[src/rtl/modn_updown_counter.sv]
// -----------------------------------------------------------------------------
// modn_updown_counter
//   Parametrised modulo-N up/down counter with count enable, synchronous
//   parallel load and cascade-ready status outputs.
//   The count runs over 0..MODULUS-1 and never leaves that range.
//
// Parameters
//   MODULUS   : count modulus N (2..2**WIDTH)
//   WIDTH     : width of the count and of the load value
//   RESET_VAL : value of d_out after reset (< MODULUS)
//
// Ports
//   clk      : clock; all state changes on its rising edge
//   reset    : synchronous, active-high reset
//   en       : count enable, one step per enabled cycle
//   up_dn    : direction, 1 = up, 0 = down
//   load     : synchronous load request (wins over en)
//   load_val : value written on load; values >= MODULUS are rejected
//   d_out    : registered count
//   tc       : combinational terminal count / carry-out; drive the next
//              stage's en with it when cascading
//   wrap     : registered one-cycle pulse, the previous edge wrapped
//   load_err : registered one-cycle pulse, the previous edge rejected a load
// -----------------------------------------------------------------------------
module modn_updown_counter #(
   parameter int MODULUS   = 5,
   parameter int WIDTH     = 3,
   parameter int RESET_VAL = 0
) (
   input  logic             clk,
   input  logic             reset,
   input  logic             en,
   input  logic             up_dn,
   input  logic             load,
   input  logic [WIDTH-1:0] load_val,
   output logic [WIDTH-1:0] d_out,
   output logic             tc,
   output logic             wrap,
   output logic             load_err
);

   // Reject illegal parameter sets at elaboration.
   if (MODULUS < 2 || (2 ** WIDTH) < MODULUS ||
       RESET_VAL < 0 || RESET_VAL >= MODULUS) begin : g_bad_params
      $error("modn_updown_counter: illegal MODULUS/WIDTH/RESET_VAL");
   end

   localparam logic [WIDTH-1:0] MAX_VAL = WIDTH'(MODULUS - 1);
   localparam logic [WIDTH-1:0] RST_VAL = WIDTH'(RESET_VAL);
   localparam logic [WIDTH-1:0] ONE     = WIDTH'(1);
   // MODULUS may equal 2**WIDTH, so compare one bit wider.
   localparam logic [WIDTH:0]   MOD_EXT = (WIDTH + 1)'(MODULUS);

   logic             at_max;
   logic             at_zero;
   logic             load_ok;
   logic [WIDTH-1:0] d_nxt;
   logic             wrap_nxt;
   logic             lerr_nxt;

   assign at_max  = (d_out == MAX_VAL);
   assign at_zero = (d_out == '0);
   assign load_ok = ({1'b0, load_val} < MOD_EXT);

   // Carry-out is suppressed whenever reset or load will override counting,
   // so a downstream stage never steps on a cycle this stage does not.
   assign tc = en & ~load & ~reset & (up_dn ? at_max : at_zero);

   always_comb begin
      d_nxt    = d_out;
      wrap_nxt = 1'b0;
      lerr_nxt = 1'b0;
      if (load) begin
         if (load_ok) d_nxt    = load_val;
         else         lerr_nxt = 1'b1;
      end else if (en) begin
         if (up_dn) begin
            d_nxt    = at_max ? '0 : d_out + ONE;
            wrap_nxt = at_max;
         end else begin
            d_nxt    = at_zero ? MAX_VAL : d_out - ONE;
            wrap_nxt = at_zero;
         end
      end
   end

   always_ff @(posedge clk) begin
      if (reset) begin
         d_out    <= RST_VAL;
         wrap     <= 1'b0;
         load_err <= 1'b0;
      end else begin
         d_out    <= d_nxt;
         wrap     <= wrap_nxt;
         load_err <= lerr_nxt;
      end
   end

endmodule

[config.mk]
export PLATFORM = sky130hd
export DESIGN_NAME = modn_updown_counter
export DESIGN_NICKNAME = d
export VERILOG_FILES = /design/src/rtl/modn_updown_counter.sv
export SDC_FILE = /design/constraint.sdc
export NUM_CORES = 1
export LEC_CHECK = 0
export BUFFER_PORTS_ARGS = -buffer_cell sky130_fd_sc_hd__buf_2
export CAP_MARGIN = 10
export CORE_AREA = 4 4 41 43
export CTS_CLUSTER_DIAMETER = 40
export DETAILED_ROUTE_END_ITERATION = 8
export DIE_AREA = 0 0 45 47
export PLACE_DENSITY_LB_ADDON = 0.08
export SETUP_SLACK_MARGIN = 0.05
export SKIP_LAST_GASP = 1
export SLEW_MARGIN = 20
export SYNTH_ARGS = -nofsm -noshare
export SYNTH_HDL_FRONTEND = slang
export SYNTH_SLANG_ARGS = --single-unit
[constraint.sdc]
create_clock -name clk -period 3.15 [get_ports clk]
set_clock_uncertainty 0.1 [all_clocks]
set_input_delay 0.63 -clock clk [delete_from_list [all_inputs] [get_ports clk]]
set_output_delay 0.63 -clock clk [all_outputs]
set_load 0.05 [all_outputs]
==> summary.md <==
| Metric | Value |
|---|---|
| Syn Inst Count | 41 |
| Fraction of layout cells with a size suffix above 1 | 38.60% |
| Number of post-CTS setup repair buffers | 0 |
| Async SR Flop Fraction | 0% |
| Register bit total from synthesis | 5 |
| Antenna violations before repair | 0 |
| Achievable frequency | 435.7 MHz |
| Total gr overflow | 0 |
| Core Box Area | 1301 sq um |
| All-Layer GR Usage | 9.091% |
| Cells taking the most area after synthesis | dfxtp_1 28%, ha_1 11%, nor2_1 6.4%, a21oi_1 5.7%, inv_1 5.3% |
| Required time at the worst-slack endpoint | 2420 ps |
| Final TNS setup | 0 ps |
| Top-count cell post-synth | nor2_1 |
| Via count | 330 |
| Distinct cells, synth | 21 |
| Antenna-violating nets left | 0 |
| Cells traversed along the worst timing path | buf_2, xnor2_1, nand2_2, nor4b_2, buf_2 |
| Critical path data arrival time | 1570 ps |
| Die span in x | 45 um |
| Most numerous cell types in the synthesized netlist | 6 x nor2_1, 5 x dfxtp_1, 5 x inv_1, 4 x a21oi_1, 3 x ha_1 |
| Library cell contributing the largest single delay on the critical path | buf_2 |
| Drt first-iter violations | 2 |
| Initial Util | 27.02% |
| Final Max Tran Viols | 0 |
| CTS max path bufs | 2 |
| # hold bufs at CTS | 0 |
| Total clock sinks | 5 |
| Via count of the first global-routing pass | 318 |
| Largest fanout of any net on the critical path | 7 |
| Crit-path max cell delay | 300 ps |
| Worst setup path class | in2out |
| Mapped Nets | 52 |
| Cell mode on critical path | buf_2 |
| WL per Instance | 10.82 um |
| Cell family contributing the most delay on the critical path | buffers and inverters |
| Dominant register cell in the synthesized netlist | dfxtp_1 |
| Power density relative to cell area | 477.6 nW/um^2 |
| Maximum vdd ir drop | 154.0 uV |
| Number of top-level pins | 14 |
| Number of violations of the max-capacitance limit | 0 |
| Critical Path Source Type | primary input |
| Area of the die | 2115 sq um |
| Resized cells post-CTS | 0 |
| Slew margin rel. | 83.64% |
| Period utilization | 72.86% |
| Sum of buffers and inverters on the critical path | 2 |
| Port Buffers | 13 |
| Height of the die | 47 um |
| Number of setup violations in the final report | 0 |
| Tmin final | 2295 ps |
| Wire length of the first global-routing pass | 1.304 mm |
| Routed WL | 779 um |
| DRT Pass-1 Iters | 2 |
| Mean number of vias per cell | 4.583 |
| Clock-pin slew of the registers on the worst-case setup and hold paths | 40 ps |
| H-tree levels | 1 |
| Clock latency at the later pin of the worst-skew pair | 240 ps |
| Number of flops mapped to enable cells by yosys | 0 |
| Run status | finished clean |
| Top cell type by total area after synthesis | dfxtp_1 |
| Leakage power total | 0.2094 nW |
| Number of warning messages in the yosys log | 0 |
| Post-synthesis to final-layout area growth | 30.96% |
| Std-Cell Rows | 13 |
| Cell at the root of the clock tree | clkbuf_4 |
| Area share of the largest cell type after synthesis | 28.47% |
| Synthesized area per cell | 8.575 sq um |
| Sequential cell area fraction in the yosys report | 28.47% |
| HP Class | reg2reg |
| Cell Area, Synth | 351.6 sq um |
| Type of destination of the critical path | output port |
| Filler cell count in the final layout | 154 |
| TritonCTS clock tree | yes |
| Number of diodes | 0 |
| Least-Margin Pin Slew | 242.0 ps |
| Pin count of the biggest net entering global routing | 12 |
| Routability congestion estimate from global placement | 0.7226 |
| Final hold violation count | 0 |
| Final net count | 69 |
| Half-perimeter wire length after detailed placement | 629.3 um |
| Final total power | 219.9 uW |
| Clock buffer count from CTS | 3 |
| Number of remaining DRC errors | 0 |
| Unrepaired setup endpoints after global routing | no |
==> cells by family (layout without fill, tap and decap cells) <==
group / count (synthesis) / count (layout) / share of synthesized area [%]
AOI/OAI and AO/OA: 13 / 13 / 32.38
and+or+nand+nor: 13 / 13 / 18.51
buffers and inverters: 6 / 22 / 7.475
DFF: 5 / 5 / 28.47
adders and majority gates: 3 / 3 / 10.68
xor gates and xnor gates: 1 / 1 / 2.492
==> cells in the final DEF, fill, tap and decap left out <==
cell type,netlist,layout
clkbuf_1,0,1
inv_1,5,5
a21oi_1,4,4
nand2_2,1,1
buf_2,0,13
o2111ai_1,1,1
o211ai_2,1,1
dfxtp_1,5,5
nand2b_1,1,1
o31ai_1,1,1
nand2_1,2,2
o21ai_0,1,1
nor4b_1,2,1
a22oi_2,1,1
ha_1,3,3
a311oi_1,1,1
nand3_1,1,1
o2111a_1,1,1
nor4b_2,0,1
o21a_4,1,1
nor2_1,6,6
clkbuf_4,0,3
a211oi_2,1,1
xnor2_1,1,1
==> tightest hold or removal path, delay by kind of cell (launching register included) <==
| kind | cells | cell delay [ps] |
|---|---|---|
| simple gates | 1 | 110 |
| flops | 1 | 330 |
| compound gates | 1 | 50 |
==> final timing paths <==
kind	startpoint	end	depth (start not counted)	slack (ps)
max	up_dn	tc	5	850
min	d_out[1]	d_out[1]	2	440
max reg2reg	d_out[0]	d_out[1]	6	1720
min reg2reg	d_out[1]	d_out[1]	2	440
==> state kept, by name (all words and copies together) (netlist names) <==
signal	flops
d_out	3
load_err	1
wrap	1
==> power breakdown <==
| part | internal (mW) | total (mW) | switching (mW) |
|---|---|---|---|
| Sequential | 0.0684 | 0.0735 | 0.00505 |
| Combinational | 0.0248 | 0.0720 | 0.0471 |
| Clock | 0.0479 | 0.0745 | 0.0266 |
==> stage by stage <==
step	setup WS, ps	utilization, %	instances	hold WS (ps)	area, sq um
floorplan	529.9	-	41	594.6	357.8
global placement	876.6	33.37	68	426.7	434.2
detailed placement	841.0	33.37	68	447.6	434.2
CTS	839.9	35.38	72	453.1	460.4
global route	801.0	35.38	72	509.5	460.4
finish	854.9	35.38	72	443.7	460.4
==> cell type report <==
cell class,count,area (sq um),area share (%)
Multi-Input combinational cell,30,231.5,50.27
Sequential cell,5,100.1,21.74
Timing Repair Buffer,13,65.06,14.13
Clock buffer,4,26.28,5.707
Inverter,5,18.77,4.076
Tap cell,15,18.77,4.076
==> per-layer routing <==
metal	track usage (%)	wire, um
met5	0	0
met4	5.263	8
met3	6.130	57
met2	12.99	351
met1	10.02	362
No activity file was read; power rests on OpenSTA's default activity.
